==> src/rtl/ram_burst_pkg.sv <==
// Shared constants and state encoding for the RAM burst master.
package ram_burst_pkg;

  // Read buffer depth; a power of two so the pointers wrap naturally.
  localparam int unsigned CBufDepth = 4;
  localparam int unsigned CPtrLen   = $clog2(CBufDepth);

  typedef enum logic [1:0] {
    StIdle = 2'd0,
    StWr   = 2'd1,
    StRd   = 2'd2,
    StFin  = 2'd3
  } state_e;

endpackage

==> src/rtl/ram_burst_rdbuf.sv <==
// Small synchronous FIFO holding read words plus their end-of-burst marker.
module ram_burst_rdbuf
  import ram_burst_pkg::*;
#(
  parameter int unsigned Width = 128
) (
  input  logic             clk_i,
  input  logic             rst_ni,
  input  logic             push_i,
  input  logic [Width-1:0] push_data_i,
  input  logic             push_last_i,
  input  logic             pop_i,
  output logic [Width-1:0] data_o,
  output logic             last_o,
  output logic             empty_o,
  output logic [CPtrLen:0] occ_o
);

  logic [Width-1:0]     data_q [CBufDepth];
  logic [Width-1:0]     data_d [CBufDepth];
  logic [CBufDepth-1:0] last_q, last_d;
  logic [CPtrLen-1:0]   wr_ptr_q, wr_ptr_d;
  logic [CPtrLen-1:0]   rd_ptr_q, rd_ptr_d;
  logic [CPtrLen:0]     occ_q, occ_d;

  // Next state: write at the tail, advance pointers, track occupancy.
  always_comb begin
    data_d   = data_q;
    last_d   = last_q;
    wr_ptr_d = wr_ptr_q;
    rd_ptr_d = rd_ptr_q;
    occ_d    = occ_q;
    if (push_i) begin
      data_d[wr_ptr_q] = push_data_i;
      last_d[wr_ptr_q] = push_last_i;
      wr_ptr_d         = wr_ptr_q + CPtrLen'(1);
    end
    if (pop_i) begin
      rd_ptr_d = rd_ptr_q + CPtrLen'(1);
    end
    if (push_i && !pop_i) begin
      occ_d = occ_q + (CPtrLen + 1)'(1);
    end else if (!push_i && pop_i) begin
      occ_d = occ_q - (CPtrLen + 1)'(1);
    end
  end

  // State registers.
  always_ff @(posedge clk_i or negedge rst_ni) begin
    if (!rst_ni) begin
      data_q   <= '{default: '0};
      last_q   <= '0;
      wr_ptr_q <= '0;
      rd_ptr_q <= '0;
      occ_q    <= '0;
    end else begin
      data_q   <= data_d;
      last_q   <= last_d;
      wr_ptr_q <= wr_ptr_d;
      rd_ptr_q <= rd_ptr_d;
      occ_q    <= occ_d;
    end
  end

  // Head outputs are zeroed while empty so stale words never leak out.
  always_comb begin
    empty_o = (occ_q == '0);
    occ_o   = occ_q;
    data_o  = empty_o ? '0 : data_q[rd_ptr_q];
    last_o  = ~empty_o & last_q[rd_ptr_q];
  end

endmodule

==> src/rtl/ram_burst_master.sv <==
// Burst initiator for a single-port synchronous RAM: commands become per-word strobes,
// write data arrives on a valid/ready stream, read data leaves through a small buffer.
module ram_burst_master
  import ram_burst_pkg::*;
#(
  parameter int unsigned CAddrLen = 13,
  parameter int unsigned CDataLen = 128,
  parameter int unsigned CLenLen  = 8
) (
  input  logic                AClkH,
  input  logic                AResetHN,
  input  logic                AClkHEn,
  input  logic                ACmdValid,
  output logic                ACmdReady,
  input  logic                ACmdWr,
  input  logic [CAddrLen-1:0] ACmdAddr,
  input  logic [CLenLen-1:0]  ACmdLen,
  input  logic                AWdValid,
  output logic                AWdReady,
  input  logic [CDataLen-1:0] AWdData,
  output logic                ARdValid,
  input  logic                ARdReady,
  output logic [CDataLen-1:0] ARdData,
  output logic                ARdLast,
  output logic                ABusy,
  output logic                ADone,
  output logic [CAddrLen-1:0] ARamAddr,
  output logic [CDataLen-1:0] ARamMosi,
  input  logic [CDataLen-1:0] ARamMiso,
  output logic                ARamWrEn,
  output logic                ARamRdEn
);

  localparam logic [CPtrLen:0] CBufDepthW = (CPtrLen + 1)'(CBufDepth);

  state_e              state_q, state_d;
  logic [CAddrLen-1:0] addr_q, addr_d;
  logic [CLenLen-1:0]  cnt_q, cnt_d;
  logic                wr_q, wr_d;
  logic                inflight_q, inflight_d;
  logic                inflight_last_q, inflight_last_d;

  logic                cmd_hs, wd_hs, rd_issue, rd_pop, buf_push;
  logic                buf_empty, buf_last, cnt_zero;
  logic [CDataLen-1:0] buf_data;
  logic [CPtrLen:0]    buf_occ, occ_used;

  assign cnt_zero = (cnt_q == '0);
  // Slots already claimed: buffered words plus the one the RAM is returning.
  assign occ_used = buf_occ + {{CPtrLen{1'b0}}, inflight_q};

  // Outputs and handshake qualifiers; strobes stay combinational and ignore AClkHEn.
  always_comb begin
    ACmdReady = (state_q == StIdle) & AClkHEn;
    AWdReady  = (state_q == StWr) & AClkHEn;
    ARamWrEn  = (state_q == StWr) & AWdValid;
    ARamRdEn  = (state_q == StRd) & (occ_used < CBufDepthW);
    ARamAddr  = addr_q;
    ARamMosi  = (state_q == StWr) ? AWdData : '0;
    ARdValid  = ~buf_empty;
    ARdData   = buf_data;
    ARdLast   = buf_last;
    cmd_hs    = ACmdValid & ACmdReady;
    wd_hs     = AWdValid & AWdReady;
    rd_issue  = ARamRdEn & AClkHEn;
    rd_pop    = ARdValid & ARdReady & AClkHEn;
    buf_push  = inflight_q & AClkHEn;
    // Write bursts finish in their single Fin cycle; read bursts on the last pop.
    ADone     = ((state_q == StFin) & wr_q & AClkHEn) | (rd_pop & buf_last);
    ABusy     = (state_q != StIdle) | ~buf_empty;
  end

  // Next-state logic; nothing moves on disabled cycles.
  always_comb begin
    state_d         = state_q;
    addr_d          = addr_q;
    cnt_d           = cnt_q;
    wr_d            = wr_q;
    inflight_d      = inflight_q;
    inflight_last_d = inflight_last_q;
    if (AClkHEn) begin
      inflight_d      = rd_issue;
      inflight_last_d = rd_issue & cnt_zero;
      unique case (state_q)
        StIdle: begin
          if (cmd_hs) begin
            addr_d  = ACmdAddr;
            cnt_d   = ACmdLen;
            wr_d    = ACmdWr;
            state_d = ACmdWr ? StWr : StRd;
          end
        end
        StWr: begin
          if (wd_hs) begin
            addr_d = addr_q + CAddrLen'(1);
            cnt_d  = cnt_q - CLenLen'(1);
            if (cnt_zero) state_d = StFin;
          end
        end
        StRd: begin
          if (rd_issue) begin
            addr_d = addr_q + CAddrLen'(1);
            cnt_d  = cnt_q - CLenLen'(1);
            if (cnt_zero) state_d = StFin;
          end
        end
        StFin: begin
          // The last-marked pop also leaves the buffer empty with nothing in flight.
          if (wr_q || (rd_pop && buf_last)) state_d = StIdle;
        end
        default: state_d = StIdle;
      endcase
    end
  end

  // State registers; reset aborts any burst.
  always_ff @(posedge AClkH or negedge AResetHN) begin
    if (!AResetHN) begin
      state_q         <= StIdle;
      addr_q          <= '0;
      cnt_q           <= '0;
      wr_q            <= 1'b0;
      inflight_q      <= 1'b0;
      inflight_last_q <= 1'b0;
    end else begin
      state_q         <= state_d;
      addr_q          <= addr_d;
      cnt_q           <= cnt_d;
      wr_q            <= wr_d;
      inflight_q      <= inflight_d;
      inflight_last_q <= inflight_last_d;
    end
  end

  ram_burst_rdbuf #(
    .Width (CDataLen)
  ) u_rdbuf (
    .clk_i       (AClkH),
    .rst_ni      (AResetHN),
    .push_i      (buf_push),
    .push_data_i (ARamMiso),
    .push_last_i (inflight_last_q),
    .pop_i       (rd_pop),
    .data_o      (buf_data),
    .last_o      (buf_last),
    .empty_o     (buf_empty),
    .occ_o       (buf_occ)
  );

endmodule

==> config.mk <==
export PLATFORM = sky130hd
export DESIGN_NAME = ram_burst_master
export DESIGN_NICKNAME = d
export VERILOG_FILES = /design/src/rtl/ram_burst_pkg.sv /design/src/rtl/ram_burst_rdbuf.sv /design/src/rtl/ram_burst_master.sv
export SDC_FILE = /design/constraint.sdc
export NUM_CORES = 1
export LEC_CHECK = 0
export CORE_ASPECT_RATIO = 0.6
export CORE_MARGIN = 1.5
export CORE_UTILIZATION = 53
export CTS_BUF_LIST = sky130_fd_sc_hd__clkbuf_8
export DETAILED_ROUTE_END_ITERATION = 8
export PLACE_DENSITY_LB_ADDON = 0.1
export SYNTH_ARGS = -nofsm -noshare
export SYNTH_HDL_FRONTEND = slang
export SYNTH_HIERARCHICAL = 1
export SYNTH_SLANG_ARGS = --single-unit
==> constraint.sdc <==
create_clock -name AClkH -period 3.2 [get_ports AClkH]
set_input_delay 0.96 -clock AClkH [delete_from_list [all_inputs] [get_ports AClkH]]
set_output_delay 0.96 -clock AClkH [all_outputs]
set_load 0.05 [all_outputs]
Word level (Yosys, flattened, before mapping)
Index checks and enable logic that the tools add are counted.
{"block": "op_classes", "n_reduce_logical": 17, "eq_ne": 7, "bitwise": 20, "order_cmp": 7, "n_addsub": 7, "mux": 30}
{"cell": "128-bit 2-to-1 mux", "count": 5}
{"cell": "512-bit bitwise mux", "count": 1}
{"cell": "128-bit binary-select mux with 2-bit select", "count": 1}
{"cell": "128-bit demux with 2-bit select", "count": 1}
{"cell": "13-bit 2-to-1 mux", "count": 3}
{"cell": "13-bit case mux with 3 select lines", "count": 1}
{"cell": "8-bit 2-to-1 mux", "count": 3}
{"cell": "8-bit case mux with 3 select lines", "count": 1}
{"cell": "1-bit AND", "count": 15}
{"cell": "13-bit by 1-bit adder with 13-bit output (second input constant)", "count": 1}
{"cell": "2-bit 2-to-1 mux", "count": 6}
{"cell": "5-bit AND reduction", "count": 2}
{"cell": "8-bit zero test", "count": 1}
{"cell": "2-bit case mux with 4 select lines", "count": 1}
{"cell": "8-bit by 1-bit subtractor with 8-bit output (second input constant)", "count": 1}
{"cell": "3-bit greater-or-equal comparator (second input constant)", "count": 2}
{"cell": "2-bit by 3-bit less-than comparator with 1-bit output (second input constant)", "count": 2}
{"cell": "3-bit 2-to-1 mux", "count": 2}
{"cell": "2-bit != test (second input constant)", "count": 3}
{"cell": "2-bit NOT with 3-bit output", "count": 2}
{"cell": "1-bit logical AND", "count": 5}
{"cell": "2-bit by 1-bit adder with 2-bit output (second input constant)", "count": 2}
{"cell": "4-bit bitwise mux", "count": 1}
{"cell": "2-bit equality test (second input constant)", "count": 2}
{"cell": "other kinds (20)", "count": 24}
{"block": "totals", "reg_bits": 549, "wordCells": 102, "input_bits": 284, "out_inout_bits": 277}

Depth between registers and ports, before layout
Gate-level depths: netlist of run 1.
{"block": "depth", "word_depth": 8, "mapped_depth": 10, "depth_no_buf": 9}

Cells and area by module
The synthesis of run 1 kept the hierarchy.
{"mod": "ram_burst_rdbuf", "seq_area_each_um2": 13087.6, "area_each_um2": 23348.6, "cells_each": 1423, "n_inst": 1}
{"mod": "ram_burst_master", "seq_area_each_um2": 650.6, "area_each_um2": 2821.5, "cells_each": 356, "n_inst": 1}

Worst setup path before layout of run 1
OpenSTA, ideal clock, no wires.
{"block": "synth_timing", "kind": "flip-flop to output port", "from": "register u_rdbuf.rd_ptr_q[0]", "to": "output ADone", "path_stages_with_launch": 6, "arrival_ps": 2356, "n_path_buf": 2, "setup_slack_ps": -116, "t_required_ps": 2240, "path_cell_list": "dfrtp_1 -> buf_2 -> buf_2 -> mux4_2 -> nor2b_1 -> a32o_1"}
{"block": "synth_via", "elab_chain_cells": 5}
{"item": "start: declaration", "line_no": "ram_burst_rdbuf.sv:23", "text": "logic [CPtrLen-1:0] rd_ptr_q, rd_ptr_d;"}
{"item": "start signal: assignment", "line_no": "ram_burst_rdbuf.sv:60", "text": "rd_ptr_q <= rd_ptr_d;"}
{"item": "1-bit binary-select mux with 2-bit select", "line_no": "ram_burst_rdbuf.sv:70", "text": "last_o = ~empty_o & last_q[rd_ptr_q];"}
{"item": "1-bit 2-to-1 mux (implied by the code)", "line_no": "ram_burst_rdbuf.sv:70"}
{"item": "1-bit AND", "line_no": "ram_burst_rdbuf.sv:70"}
{"item": "via ARdLast", "line_no": "ram_burst_master.sv:24", "text": "output logic ARdLast,"}
{"item": "1-bit AND", "line_no": "ram_burst_master.sv:69", "text": "ADone = ((state_q == StFin) & wr_q & AClkHEn) | (rd_pop & buf_last);"}
{"item": "1-bit OR", "line_no": "ram_burst_master.sv:69"}
{"item": "end: declaration", "line_no": "ram_burst_master.sv:26", "text": "output logic ADone,"}
The timed path passes the listed nets, and every way through them passes these cells. The select of a mux whose other input is x is not followed.

Worst setup path after layout of run 1
{"block": "layout_timing", "from": "register u_rdbuf.rd_ptr_q[0]", "to": "output ARdData[20]"}
{"block": "layout_via", "elab_chain_cells": 5}
{"item": "2-bit NOT with 3-bit output (implied by the code)", "line_no": "ram_burst_rdbuf.sv:69", "text": "data_o = empty_o ? '0 : data_q[rd_ptr_q];"}
{"item": "128-bit binary-select mux with 2-bit select", "line_no": "ram_burst_rdbuf.sv:69"}
{"item": "128-bit 2-to-1 mux (implied by the code) (2 in a row)", "line_no": "ram_burst_rdbuf.sv:69"}
{"item": "128-bit 2-to-1 mux", "line_no": "ram_burst_rdbuf.sv:69"}
{"item": "end: declaration", "line_no": "ram_burst_master.sv:23", "text": "output logic [CDataLen-1:0] ARdData,"}
Every way passes these cells. The select of a mux whose other input is x is not followed.

==> run_results.csv, run 1 <==
group,metric,value,unit
timing,max_freq,294,MHz
critical_path,crit_start,"u_rdbuf/rd_ptr_q[0]",
floorplanning,core_area,48300,um^2
route,wl_per_cell,28.6,um
outcome,violations,"negative setup slack",
timing,tightest_slew,979,ps
floorplanning,start_util,0.542,
global_routing,track_usage,0.347,
clocking,cts_sinks,549,
placed_design,place_ws,123,ps
clocking,clk-insertion-delay-late,650,ps
placed_design,dp.cells,2936,
finish,drive_gt1_frac,0.509,
global_routing,grt_start_max_net_pins,97,
floorplanning,die_w,290,um
finish,fin_cells,3137,
worst_hold_path,min_path_type,"in -> async",
logic_synthesis,syn_area_per_cell,14.7,um^2
route,ant_nets,0,
timing,drv_slew,0,
logic_synthesis,netlist_instances,1779,
global_routing,antenna_found_initial,18,
logic_synthesis,synth-main-ff-cell,"dfrtp_1",
power_and_ir_drop,power,17.0,mW
clocking,clk_path_buf_depth,3,
critical_path,crit_type,"reg -> out",
critical_path,cp.arrival,2450,ps
global_routing,grt_overflow,0,
critical_path,worstRegToRegCells,8,
clocking,numCtsBuffers,80,
route,via_per_inst,5.75,
logic_synthesis,syn_nets,2077,
flow_run,cap_violations,0,
logic_synthesis,async_flop_share,1.00,
critical_path,r2r_setup_slack,570,ps
critical_path,critPathCaptureType,"primary output",
clocking,htree_levels,3,
logic_synthesis,yosys_warnings,6,
placed_design,gp_congestion,1.02,
placed_design,io_buffers,560,
route,wl,89.8,mm
critical_path,required,2240,ps
route,drt_iter0_drc,1204,
critical_path,rr_startpoint,"state_q[1]",
timing,rsz0062_at_grt,"yes",
route,drc_errors,0,
power_and_ir_drop,p_int,12.0,mW
logic_synthesis,ys_ff_latch,549,
logic_synthesis,syn_area,26200,um^2
route,via_count,18035,
global_routing,grt_pass1_vias,19504,
route,firstDrtPassIters,5,
power_and_ir_drop,ir_drop,0.000345,V
power_and_ir_drop,power_switching,4.98,mW
global_routing,grt_pass1_wl,129,mm
floorplanning,num_io_pins,561,
logic_synthesis,synth_edf_count,0,
power_and_ir_drop,p_seq_frac,0.419,
placed_design,dp_hpwl,61.7,mm
power_and_ir_drop,clkPwrFrac,0.343,
power_and_ir_drop,powerDensity,454,nW/um^2
logic_synthesis,ys_types,53,
clocking,root_buffer,"clkbuf_8",
floorplanning,num_rows,62,
floorplanning,die-area,50800,um^2
power_and_ir_drop,power_frac_comb,0.238,
clocking,cts_tree,"yes",
critical_path,worstPathMaxFanout,7,
timing,min_period_over_period,1.06,
critical_path,start_kind,"register",
timing,hold_ws,224,ps
finish,area_growth,43.1,%
timing,period_needed,3410,ps
power_and_ir_drop,leakagePower,18.0,nW
clocking,path_clk_slew,70,ps
timing,fin_ws,-207,ps
timing,skew,26.2,ps
finish,nNetsFinal,2713,
floorplanning,die_y,175,um
critical_path,r2r-end,"cnt_q[2]",
power_and_ir_drop,p_sw_frac,0.292,
logic_synthesis,ys_seq_area_frac,0.525,
timing,setup_violations,122,
timing,hold_violations,0,
timing,slew_headroom,0.347,
outcome,status,"complete, but fails checks",
## critical path: stages (launching register included)
cell and delay, ps:
dfrtp_4 520, buf_12 180, buf_8 130, clkbuf_16 150
mux4_2 510, nor2b_1 160, buf_6 160
## placed cells by master (no fill, tap or decap), drive strengths merged, types with 18 or more instances in the layout
cell / instances
nand2: 23
inv: 39
buf: 384
clkdlybuf4s50: 295
dfrtp: 549
mux2: 521
mux4: 129
diode: 18
clkbuf: 109
nor2b: 135
and2: 135
## power groups by stage
stage                     clock [mW]  combinational [mW]  sequential, mW
after floorplan                    0                1.71            7.17
after global placement             0                2.84            7.30
after detailed placement           0                2.87            7.31
after CTS                       5.89                3.87            7.12
final                           5.83                4.05            7.14
after global routing            6.24                4.24            7.13
## state kept, by name, summed over array words and instances (netlist names)
name / cells
u_rdbuf/data_q: 512
ARamAddr: 13
cnt_q: 8
u_rdbuf/last_q: 4
u_rdbuf/occ_o: 3
state_q: 2
u_rdbuf/rd_ptr_q: 2
u_rdbuf/wr_ptr_q: 2
inflight_last_q: 1
inflight_q: 1
wr_q: 1
## final cells by class
class                           instances  area, um^2
Fill cell                            2726       10800
Antenna cell                           18        45.0
Clock buffer                          105        1450
Inverter                               11        43.8
Sequential cell                       549       13700
Multi-Input combinational cell       1088       12200
Tap cell                              640         801
Timing Repair Buffer                  685        8930
Clock inverter                         41         225
## worst max-delay path by stage
stage | end | slack (ps)
5_1_grt | ARdData[20] | -260
6_report | ARdData[20] | -210
2_1_floorplan | ADone | 180
3_3_place_gp | u_rdbuf/data_q[396] | 170
4_1_cts | ARdData[36] | -200
3_5_place_dp | u_rdbuf/data_q[397] | 120
## through the flow
step	TNS, ps	cell area (um^2)	util
after floorplan	0	26200	-
after global placement	0	34200	0.708
after detailed placement	0	34200	0.708
after CTS	-16760	36900	0.765
after global routing	-21400	37400	0.776
final	-13070	37400	0.776
## synthesized netlist by cell type (all sizes together) (9+ instances only)
library cell / n / share of area
ha: 13 / 0.0062
o21ai: 12 / 0.0023
a21oi: 9 / 0.0017
nor4: 10 / 0.0030
mux4: 129 / 0.11
nor2b: 135 / 0.032
inv: 11 / 0.0017
and2: 135 / 0.032
mux2: 521 / 0.22
a211oi: 13 / 0.0037
buf: 91 / 0.020
clkbuf: 40 / 0.0058
nand2: 23 / 0.0033
dfrtp: 549 / 0.52
## routing by layer
layer / up-vias / global-route usage / part of all wire
met1: 9539 / 0.480 / 0.43
met4: 2 / 0.100 / 0.024
li1: 7757 / - / -
met5: - / 0 / 0.00011
met2: 616 / 0.524 / 0.46
met3: 121 / 0.118 / 0.086
## cell families (layout without fill, tap and decap cells)
group / count (synthesis) / after routing / share of synthesized area
muxes: 658 / 658 / 0.338
adders and majority gates: 14 / 14 / 0.00698
buffers and inverters: 142 / 842 / 0.0278
DFF: 549 / 549 / 0.525
AOI/OAI and AO/OA: 64 / 64 / 0.0182
and+or+nand+nor: 345 / 345 / 0.0814
other: 0 / 18 / 0
xor gates and xnor gates: 7 / 7 / 0.00234
## what timing repair did
action,CTS,global route
cloned,11,4
buffers inserted,15,13
endpoints found under the setup margin,200,189
gates resized for setup,168,126
pin swaps,1,1
hold buffers,0,0
hold endpoints to repair,0,0
(Power assumes the default switching activity.)
==> run 2: changes to the inputs <==
Settings changed: PLACE_DENSITY set to 0.82, PLACE_DENSITY_LB_ADDON 0.1 to unset, SKIP_LAST_GASP set to 1.
==> run_results.csv, run 2 (synthesized netlist as in run 1, its figures left out) <==
group,metric,value,unit
outcome,status,"complete, but fails checks",
outcome,violations,"negative setup slack",
floorplanning,num_io_pins,561,
timing,slew_headroom,0.511,
power_and_ir_drop,p_int,12.3,mW
floorplanning,start_util,0.542,
placed_design,dp_hpwl,66.9,mm
power_and_ir_drop,power_switching,5.22,mW
floorplanning,num_rows,62,
route,top_layer_used,"met5",
timing,setup_violations,136,
route,firstDrtPassIters,6,
route,wl_met1,40.5,mm
clocking,cts_hold_buf,0,
timing,max_freq,292,MHz
power_and_ir_drop,power,17.5,mW
finish,drive_gt1_frac,0.527,
clocking,numCtsBuffers,82,
critical_path,start_kind,"register",
timing,tightest_slew,733,ps
route,via_count,18861,
global_routing,grt_pass1_wl,138,mm
floorplanning,die-area,50800,um^2
finish,largest_register_ffs,512,
power_and_ir_drop,p_sw_frac,0.299,
route,via_per_inst,5.98,
timing,period_needed,3420,ps
route,drt_iter0_drc,1558,
placed_design,io_buffers,560,
global_routing,antenna_found_initial,23,
critical_path,slowest_stage,"mux4_2",
placed_design,gp_congestion,1.12,
timing,fin_ws,-223,ps
finish,nNetsFinal,2731,
critical_path,path_common_cell,"buf_16",
clocking,clk_path_buf_depth,3,
timing,hold_violations,0,
critical_path,critPathCaptureType,"primary output",
global_routing,grt_pass1_vias,19872,
clocking,root_buffer,"clkbuf_8",
flow_run,cap_violations,0,
route,wl_met3,11.9,mm
clocking,clk-insertion-delay-late,690,ps
critical_path,crit_type,"reg -> out",
clocking,cts_tree,"yes",
finish,mostFrequentLayoutCell,"dfrtp_1",
route,wl_met2,42.8,mm
critical_path,cp_top_family,"buffers and inverters",
floorplanning,core_area,48300,um^2
global_routing,grt_start_max_net_pins,93,
timing,drv_slew,0,
finish,largest_register,"u_rdbuf/data_q",
route,wl_per_cell,31.2,um
finish,nFillCells,2686,
power_and_ir_drop,power_frac_comb,0.246,
power_and_ir_drop,powerDensity,462,nW/um^2
global_routing,track_usage,0.380,
power_and_ir_drop,p_seq_frac,0.405,
clocking,htree_levels,3,
power_and_ir_drop,clkPwrFrac,0.349,
power_and_ir_drop,leakagePower,18.1,nW
finish,area_growth,44.4,%
finish,final_cell_mix,"546 x dfrtp_1, 521 x mux2_2, 295 x clkdlybuf4s50_1",
critical_path,path_buf_inv,4,
finish,final_cell_area,37800,um^2
floorplanning,die_y,175,um
route,wl,98.4,mm
critical_path,cpPeakStageDelay,520,ps
worst_hold_path,min_path_type,"in -> async",
route,drc_errors,0,
timing,skew,58.0,ps
timing,min_period_over_period,1.07,
floorplanning,die_w,290,um
power_and_ir_drop,ir_drop,0.000404,V
critical_path,path_cells,"buf_16 > buf_12 > buf_16 > mux4_2 > nor2b_4 > buf_8",
clocking,cts_sinks,549,
critical_path,required,2240,ps
placed_design,dpl_cell_area,34200,um^2
timing,rsz0062_at_grt,"yes",
route,ant_nets,0,
global_routing,grt_overflow,0,
clocking,path_clk_slew,70,ps
critical_path,cp.arrival,2460,ps
critical_path,worstPathMaxFanout,8,
-- run 2: area by class of cell --
| class | count | area (um^2) | share of cell area |
|---|---|---|---|
| antenna | 17 | 42.5 | 0.00113 |
| clock buffer | 103 | 1420 | 0.0375 |
| clock inverter | 43 | 319 | 0.00844 |
| inverter | 11 | 43.8 | 0.00116 |
| multi-input combinational | 1088 | 12400 | 0.327 |
| sequential | 549 | 13700 | 0.364 |
| tap | 640 | 801 | 0.0212 |
| timing repair buffer | 701 | 9070 | 0.240 |
-- run 2: worst register-to-register path, delay by kind of cell (launching register included) --
kind	cells	cell delay, ps
buffers and inverters	2	300
and+or+nand+nor	4	1490
adders and majority gates	1	250
DFF	1	430
-- run 2: repair_timing --
item / in CTS / in global routing
endpoints found under the hold margin: 0 / 0
setup endpoints to repair: 258 / 167
gates resized for setup: 235 / 117
cloned: 11 / 3
buffers inserted: 28 / 8
pin swaps: 1 / 2
-- run 2: metal layers --
layer / up-vias / GRT usage
li1: 7783 / -
met1: 9954 / 0.516
met2: 929 / 0.543
met3: 189 / 0.178
met4: 6 / 0.117
met5: - / 0
-- run 2: power by group through the flow --
stage | Combinational (mW) | Sequential (mW) | Clock [mW]
floorplan | 1.71 | 7.17 | 0
global placement | 2.87 | 7.27 | 0
detailed placement | 2.91 | 7.28 | 0
CTS | 4.02 | 7.07 | 6.13
global route | 4.48 | 7.08 | 6.50
finish | 4.31 | 7.08 | 6.09
-- run 2: worst paths after layout --
| kind | start | end | slack [ps] | depth (start not counted) |
|---|---|---|---|---|
| max reg2reg | state_q[0] | cnt_q[2] | 550 | 7 |
| min in group AClkH | u_rdbuf/data_q[119] | u_rdbuf/data_q[119] | 500 | 1 |
| min reg2reg | u_rdbuf/data_q[119] | u_rdbuf/data_q[119] | 500 | 1 |
| max | u_rdbuf/rd_ptr_q[0] | ARdData[121] | -220 | 6 |
| max in group asynchronous | AResetHN | u_rdbuf/data_q[189] | 2150 | 2 |
| min | AResetHN | u_rdbuf/data_q[334] | 180 | 1 |
-- run 2: metrics by stage --
stage	worst slack [ps]	hold WS (ps)	TNS, ps	utilization	cells
2_1_floorplan	185	474	0	-	1779
3_3_place_gp	198	481	0	0.708	2944
3_5_place_dp	193	487	0	0.708	2944
4_1_cts	-235	153	-22510	0.773	3127
5_1_grt	-270	166	-25160	0.783	3149
6_report	-223	176	-16980	0.783	3152
